## src/rtl/gb_timer.sv

```systemverilog
// Game Boy timer block: DIV/TIMA/TMA/TAC registers, the free-running 16-bit
// system counter, and a TIMA overflow sequencer that drives the timer IRQ.
module gb_timer #(
  parameter logic [15:0] BASE_ADDR = 16'hFF04
) (
  input  logic        clk,
  input  logic        reset,
  input  logic [15:0] bus_addr,
  input  logic        bus_enable,
  input  logic        bus_write,
  input  logic        bus_commit,
  input  logic [7:0]  bus_wdata,
  output logic [7:0]  bus_rdata,
  output logic        bus_selected,
  output logic        irq_timer
);

  localparam logic [1:0] ST_RUN    = 2'd0;
  localparam logic [1:0] ST_DELAY  = 2'd1;
  localparam logic [1:0] ST_RELOAD = 2'd2;

  logic [15:0] sys_cnt_q, sys_cnt_d;
  logic [7:0]  tima_q, tima_d;
  logic [7:0]  tma_q, tma_d;
  logic [2:0]  tac_q, tac_d;
  logic [1:0]  state_q, state_d;
  logic [1:0]  cnt_q, cnt_d;
  logic        s_q;
  logic        irq_q, irq_d;

  logic [15:0] offs;
  logic        wr, wr_div, wr_tima, wr_tma, wr_tac;
  logic        sel_bit, s, fall;

  assign offs         = bus_addr - BASE_ADDR;
  assign bus_selected = bus_enable & (offs < 16'd4);
  assign wr           = bus_commit & bus_selected & bus_write;
  assign wr_div       = wr & (offs[1:0] == 2'd0);
  assign wr_tima      = wr & (offs[1:0] == 2'd1);
  assign wr_tma       = wr & (offs[1:0] == 2'd2);
  assign wr_tac       = wr & (offs[1:0] == 2'd3);
  assign irq_timer    = irq_q;

  // Pick the system-counter tap selected by TAC and gate it with the enable.
  always_comb begin
    sel_bit = 1'b0;
    unique case (tac_q[1:0])
      2'b00: sel_bit = sys_cnt_q[9];
      2'b01: sel_bit = sys_cnt_q[3];
      2'b10: sel_bit = sys_cnt_q[5];
      2'b11: sel_bit = sys_cnt_q[7];
    endcase
    s    = tac_q[2] & sel_bit;
    fall = s_q & ~s;
  end

  // Register read mux; unselected accesses float high like an open bus.
  always_comb begin
    bus_rdata = 8'hFF;
    if (bus_selected) begin
      unique case (offs[1:0])
        2'd0: bus_rdata = sys_cnt_q[15:8];
        2'd1: bus_rdata = tima_q;
        2'd2: bus_rdata = tma_q;
        2'd3: bus_rdata = {5'b11111, tac_q};
      endcase
    end
  end

  // Next-state: register writes, TIMA increment and the overflow sequencer.
  // Writes that move the tap low are seen as falling edges on the next clk,
  // which reproduces the DMG glitch increments without extra logic.
  always_comb begin
    sys_cnt_d = sys_cnt_q + 16'd1;
    tima_d    = tima_q;
    tma_d     = tma_q;
    tac_d     = tac_q;
    state_d   = state_q;
    cnt_d     = cnt_q;
    irq_d     = 1'b0;

    if (wr_div) sys_cnt_d = '0;
    if (wr_tac) tac_d = bus_wdata[2:0];
    if (wr_tma) tma_d = bus_wdata;

    case (state_q)
      ST_RUN: begin
        if (wr_tima) begin
          tima_d = bus_wdata;
        end else if (fall) begin
          if (tima_q == 8'hFF) begin
            tima_d  = '0;
            state_d = ST_DELAY;
            cnt_d   = 2'd3;
          end else begin
            tima_d = tima_q + 8'd1;
          end
        end
      end
      ST_DELAY: begin
        if (wr_tima) begin
          // A CPU write during the delay window cancels the reload and IRQ.
          tima_d  = bus_wdata;
          state_d = ST_RUN;
          cnt_d   = '0;
        end else if (cnt_q == 2'd0) begin
          tima_d  = tma_d;
          irq_d   = 1'b1;
          state_d = ST_RELOAD;
          cnt_d   = 2'd3;
        end else begin
          cnt_d = cnt_q - 2'd1;
        end
      end
      ST_RELOAD: begin
        if (wr_tma) tima_d = bus_wdata;
        if (cnt_q == 2'd0) state_d = ST_RUN;
        else               cnt_d   = cnt_q - 2'd1;
      end
      default: begin
        state_d = ST_RUN;
        cnt_d   = '0;
      end
    endcase
  end

  // State registers with asynchronous reset.
  always_ff @(posedge clk or posedge reset) begin
    if (reset) begin
      sys_cnt_q <= '0;
      tima_q    <= '0;
      tma_q     <= '0;
      tac_q     <= '0;
      state_q   <= ST_RUN;
      cnt_q     <= '0;
      s_q       <= 1'b0;
      irq_q     <= 1'b0;
    end else begin
      sys_cnt_q <= sys_cnt_d;
      tima_q    <= tima_d;
      tma_q     <= tma_d;
      tac_q     <= tac_d;
      state_q   <= state_d;
      cnt_q     <= cnt_d;
      s_q       <= s;
      irq_q     <= irq_d;
    end
  end

endmodule

```

## config.mk

```make
export PLATFORM = sky130hd
export DESIGN_NAME = gb_timer
export DESIGN_NICKNAME = d
export VERILOG_FILES = /design/src/rtl/gb_timer.sv
export SDC_FILE = /design/constraint.sdc
export NUM_CORES = 1
export LEC_CHECK = 0
export BUFFER_PORTS_ARGS = -buffer_cell sky130_fd_sc_hd__buf_2
export CORE_MARGIN = 2
export CORE_UTILIZATION = 53
export CTS_CLUSTER_SIZE = 24
export DETAILED_ROUTE_END_ITERATION = 12
export PLACE_DENSITY = 0.77
export SYNTH_ARGS = -nofsm -noshare
export SYNTH_HDL_FRONTEND = slang
export SYNTH_SLANG_ARGS = --single-unit
```

## constraint.sdc

```tcl
create_clock -name clk -period 1.9 [get_ports clk]
set_clock_uncertainty 0.1 [all_clocks]
set_input_delay 0.095 -clock clk [delete_from_list [all_inputs] [get_ports clk]]
set_output_delay 0.095 -clock clk [all_outputs]
set_load 0.005 [all_outputs]
```

; ---- Yosys cells after proc, flatten, opt, wreduce, memory -nomap -nowiden
; Index checks and enable logic that the tools add are counted.
[word_totals]
reg_bits = 41
latchBits = 0
ramBits = 0
romBits = 0
in_bits = 29
out_inout_bits = 10
word_cells = 77
n_memories = 0
[op_classes]
addsub = 4
multipliers = 0
div = 0
magnitude_cmp = 1
eq_ne = 17
n_shift = 0
mux = 29
n_bitwise = 10
reduce_logical = 8
[ops]
columns = operator, count
row1 = $mux 8, 8
row2 = $pmux 8 s4, 1
row3 = $mux 2, 12
row4 = $pmux 8 s3, 1
row5 = $add 16x1->16 const B, 1
row6 = $lt 16x3->1 const B, 1
row7 = $mux 16, 1
row8 = $sub 16x16->16 const B, 1
row9 = $ne 2x2->1 const B, 6
row10 = $pmux 2 s3, 2
row11 = $eq 2x2->1 const B, 5
row12 = $and 1x1->1, 9
row13 = $add 8x1->8 const B, 1
row14 = $eq 8x8->1 const B, 1
row15 = $logic_not 2->1, 4
row16 = $reduce_and 4->1, 2
row17 = $eq 2x1->1 const B, 3
row18 = $ne 3x3->1 const B, 2
row19 = $reduce_and 5->1, 1
row20 = $pmux 1 s4, 1
row21 = $mux 1, 3
row22 = $reduce_bool 3->1, 1
row23 = $sub 2x1->2 const B, 1
row24 = $not 1->1, 1

; ---- Longest topological paths before layout
[depth]
ltp_word = 10
depth_mapped = 10
mapped_depth_nobuf = 7

; ---- Worst setup path after synthesis
; No wires, ideal clock.
[synth_path]
path_type = input port to flip-flop
startpoint = input port bus_addr[7]
endpoint = register tima_q[1]
setup_ns = 0.125
arrival_time_ns = 2.158
required_time_ns = 1.675
setup_slack_ns = -0.483
cell_stages = 6
path_cell_list = or4_4 > nor4_4 > nor3_2 > nor4_4 > o221a_4 > mux2_2
[synth_between]
elab_chain_len = 10
word_cells_on_any_way = 16
[synth_rtl]
columns = element, line_no
row1 = start: declaration, 8  ; input logic [15:0] bus_addr,
row2 = $sub 16x16->16 *, 35  ; assign offs = bus_addr - BASE_ADDR;
row3 = $lt 16x3->1 *, 36  ; assign bus_selected = bus_enable & (offs < 16'd4);
row4 = $and 1x1->1 *, 36
row5 = $and 1x1->1 * (2 in a row), 37  ; assign wr = bus_commit & bus_selected & bus_write;
row6 = $and 1x1->1, 40  ; assign wr_tma = wr & (offs[1:0] == 2'd2);
row7 = $mux 8, 84  ; if (wr_tma) tma_d = bus_wdata;
row8 = $mux 8, 106  ; end else if (cnt_q == 2'd0) begin
row9 = $mux 8, 101  ; if (wr_tima) begin
row10 = $pmux 8 s3, 86  ; case (state_q)
row11 = end signal: assignment, 140  ; tima_q <= tima_d;
row12 = end: declaration, 23  ; logic [7:0] tima_q, tima_d;
; Every way passes the cells marked *; elsewhere a longest branch is shown, timed or not. The select of a mux whose other input is x is not followed.
; A chain may end at the register's enable or synchronous reset.

; ---- Worst setup path in the final report
[layout_path]
startpoint = input port bus_addr[7]
endpoint = register tima_q[5]
; Same word-level chain as after synthesis.

==> results.json <==
{
  "hold_viol_final": 0,
  "power.density_nw_per_um2": 422,
  "synth-edff-count": 0,
  "final.fill_count": 302,
  "dpl-instance-area_um2": 3690,
  "grt_max_degree": 42,
  "core_rows": 27,
  "leading_register_cell_type_out_of_synthesis": "sky130_fd_sc_hd__dfrtp_1",
  "top_level_ports": 39,
  "power_mw": 1.86,
  "tritoncts.num_buffers": 5,
  "failed_checks": "setup timing",
  "synthesis.nets": 345,
  "worst-path-max-fanout": 5,
  "drive_gt1_share_pct": 49.3,
  "total_routing_usage_gr_pct": 32.9,
  "hp-class": "input port to register",
  "synthArstFlopShare_pct": 100,
  "total_leakage_power_nw": 1.99,
  "setup.worst_path.end_class": "register",
  "gp_routability_congestion": 0.882,
  "required_ns": 1.98,
  "synth_top_cell_area_share_pct": 35.2,
  "yosysSeqAreaShare_pct": 35.2,
  "timing.final.crit_period_ns": 2.30,
  "post-synth-top-count-cell": "sky130_fd_sc_hd__dfrtp_1",
  "syn_inst": 308,
  "synth_cell_types": 62,
  "first_pass_iters": 5,
  "cts_root_buffer": "sky130_fd_sc_hd__clkbuf_8",
  "yosys-top-cells-count": "sky130_fd_sc_hd__dfrtp_1 (41), sky130_fd_sc_hd__nand2_1 (38), sky130_fd_sc_hd__nor2_1 (26)",
  "globalRouteOverflowTotal": 0,
  "critical_path.slowest_cell": "sky130_fd_sc_hd__or4_4",
  "detail_route.drc_violations": 0,
  "area.sequential_um2": 1030,
  "setup_ws_ns": -0.400,
  "yosysWarnings": 0,
  "routed_wire_length_per_instance_um": 20.3,
  "flow.area_growth_from_synthesis_pct": 51.1,
  "viasPerCell": 6.25,
  "rsz_0062_raised_after_global_routing": "true",
  "report.final.slew_viol_count": 0,
  "grt_pass1_vias": 3216,
  "die_area_um2": 6110,
  "final_report_setup_violation_count": 48,
  "clk_transition_reported_paths_ns": 0.08,
  "grt_first_pass_wirelength_mm": 15.6,
  "mappedNetlistArea_um2": 2920,
  "synth_top_area_cell": "sky130_fd_sc_hd__dfrtp_1",
  "run_status": "finished, violations left",
  "final.period_utilization_pct": 121,
  "die-width_um": 78.2,
  "synth.area.top_cells": "sky130_fd_sc_hd__dfrtp_1 (35%), sky130_fd_sc_hd__mux2_2 (9.3%), sky130_fd_sc_hd__nand2_1 (4.9%)",
  "worstSetupStartpointType": "input port",
  "cp_slowest_stage_delay_ns": 0.55,
  "sink_count": 41,
  "fp.dieH_um": 78.2,
  "worst_slew_margin_rel_pct": 63.0,
  "worst-setup-path-type": "input port to register",
  "final_hpwl_dp_mm": 5.88,
  "post_synth.cell_area_avg_um2": 9.47,
  "clock.fmax_mhz": 435,
  "insertion_delay_of_the_later_clocked_pin_in_the_worst_skew_pair_ns": 0.30,
  "max-cap-violations": 0,
  "initial_utilization_pct": 54.0,
  "synth.ff_latch_count": 41,
  "drt.antenna.violating_nets": 0,
  "cell_chain_critical_path": "buf_8 -> or4_4 -> a2111o_1 -> nor4_4 -> and3_4 -> o221a_4 -> o41ai_1 -> a22o_1",
  "arrival_ns": 2.38,
  "cts_buffer_depth": 2,
  "finalWirelength_mm": 10.3,
  "clock_tree_from_tritoncts": "built",
  "antennaDiodeCount": 0,
  "drt-initial-drc-count": 373,
  "max_slew.worst_pin.slew_ns": 0.554,
  "irDropWorstVdd_uv": 439,
  "fp.coreArea_um2": 5410,
  "finalNetCount": 470,
  "htree_num_levels": 2,
  "num_vias": 3164,
  "design_area_um2": 4410,
  "number_of_antenna_violations_at_the_first_check_in_global_routing": 0,
  "total_area_of_multi_input_combinational_cells_um2": 2120,
  "count_of_input_and_output_buffers": 38
}
## state kept, by name (all words and copies together) (netlist names)
name / cells
cnt_q: 2
tima_q: 8
irq_timer: 1
tac_q: 3
state_q: 2
tma_q: 8
s_q: 1
sys_cnt_q: 16
## power by group
part | switching [mW] | internal [mW]
clock network | 0.336 | 0.394
registers | 0.00746 | 0.879
logic | 0.127 | 0.115
total | 0.471 | 1.39
## routing by layer
metal | track usage, % | part of all wire [%]
met1 | 38.9 | 38
met2 | 56.6 | 49
met3 | 6.32 | 7.8
met4 | 17.7 | 5.4
met5 | 0 | 0
## final cells by class
type / count / share of cell area [%]
timing repair buffer: 128 / 22.9
tap: 72 / 2.04
inverter: 13 / 1.11
multi-input combinational: 244 / 48.0
sequential: 41 / 23.3
clock inverter: 3 / 1.05
clock buffer: 5 / 1.56
## kinds of logic (layout without fill, tap and decap cells)
family | after synthesis | after routing | share of synthesized area [%]
and+or+nand+nor | 129 | 129 | 23.9
AOI/OAI and AO/OA | 59 | 60 | 15.4
DFF | 41 | 41 | 35.2
muxes | 31 | 31 | 13.4
buffers and inverters | 24 | 149 | 3.94
xor gates and xnor gates | 16 | 16 | 4.80
adders and majority gates | 8 | 8 | 3.43
## worst max-delay path: cells and delay by family
kind | cells | cell delay, ns
simple gates | 3 | 1.17
compound gates | 4 | 1.02
buf+inv | 1 | 0.09
## path summary, 6_finish.rpt
check	startpoint	end	slack (ns)	cells past startpoint
setup / recovery	bus_addr[7]	tima_q[5]$_DFFE_PP0P_	-0.40	8
hold / removal	bus_wdata[2]	tac_q[2]$_DFFE_PP0P_	0.03	2
setup reg to reg	sys_cnt_q[3]$_DFF_PP0_	tima_q[5]$_DFFE_PP0P_	-0.34	7
hold reg to reg	sys_cnt_q[0]$_DFF_PP0_	sys_cnt_q[0]$_DFF_PP0_	0.41	1
max in group asynchronous	reset	sys_cnt_q[9]$_DFF_PP0_	0.95	4
min in group asynchronous	reset	sys_cnt_q[15]$_DFF_PP0_	0.37	4
## per-stage QoR
stage / hold WS, ns / TNS, ns / setup WS [ns] / util [%] / instances
2_1_floorplan: 0.147 / -8.68 / -0.467 / - / 308
3_3_place_gp: 0.150 / -15.53 / -0.534 / 68.3 / 473
3_5_place_dp: 0.152 / -17.21 / -0.590 / 68.3 / 473
4_1_cts: 0.00454 / -4.31 / -0.238 / 77.3 / 500
5_1_grt: 0.0264 / -15.26 / -0.394 / 81.6 / 506
6_report: 0.0293 / -13.34 / -0.400 / 81.6 / 506
## what timing repair did
| item | in CTS | in global routing |
|---|---|---|
| pin swaps | 6 | 9 |
| setup endpoints to repair | 32 | 49 |
| gates cloned | 2 | 1 |
| gates resized for setup | 49 | 37 |
| endpoints found under the hold margin | 47 | 0 |
| buffers inserted | 10 | 6 |
| hold buffers | 7 | 0 |
## layout by cell type, fill, tap and decap left out, types with 4 or more instances in the layout
| cell | n |
|---|---|
| sky130_fd_sc_hd__a21oi_1 | 5 |
| sky130_fd_sc_hd__a31oi_1 | 4 |
| sky130_fd_sc_hd__and3_1 | 6 |
| sky130_fd_sc_hd__buf_2 | 32 |
| sky130_fd_sc_hd__buf_4 | 67 |
| sky130_fd_sc_hd__buf_6 | 18 |
| sky130_fd_sc_hd__clkbuf_8 | 5 |
| sky130_fd_sc_hd__dfrtp_1 | 41 |
| sky130_fd_sc_hd__dlygate4sd3_1 | 7 |
| sky130_fd_sc_hd__ha_1 | 8 |
| sky130_fd_sc_hd__inv_1 | 13 |
| sky130_fd_sc_hd__mux2_2 | 11 |
| sky130_fd_sc_hd__mux2_4 | 13 |
| sky130_fd_sc_hd__mux4_2 | 4 |
| sky130_fd_sc_hd__nand2_1 | 31 |
| sky130_fd_sc_hd__nand2_2 | 6 |
| sky130_fd_sc_hd__nand3_1 | 18 |
| sky130_fd_sc_hd__nor2_1 | 24 |
| sky130_fd_sc_hd__nor2b_1 | 5 |
| sky130_fd_sc_hd__nor3_4 | 4 |
| sky130_fd_sc_hd__nor4_4 | 5 |
| sky130_fd_sc_hd__o21ai_1 | 4 |
| sky130_fd_sc_hd__o22ai_1 | 5 |
| sky130_fd_sc_hd__xnor2_1 | 7 |
| sky130_fd_sc_hd__xor2_1 | 9 |
Power figures use the tool's default switching activity.
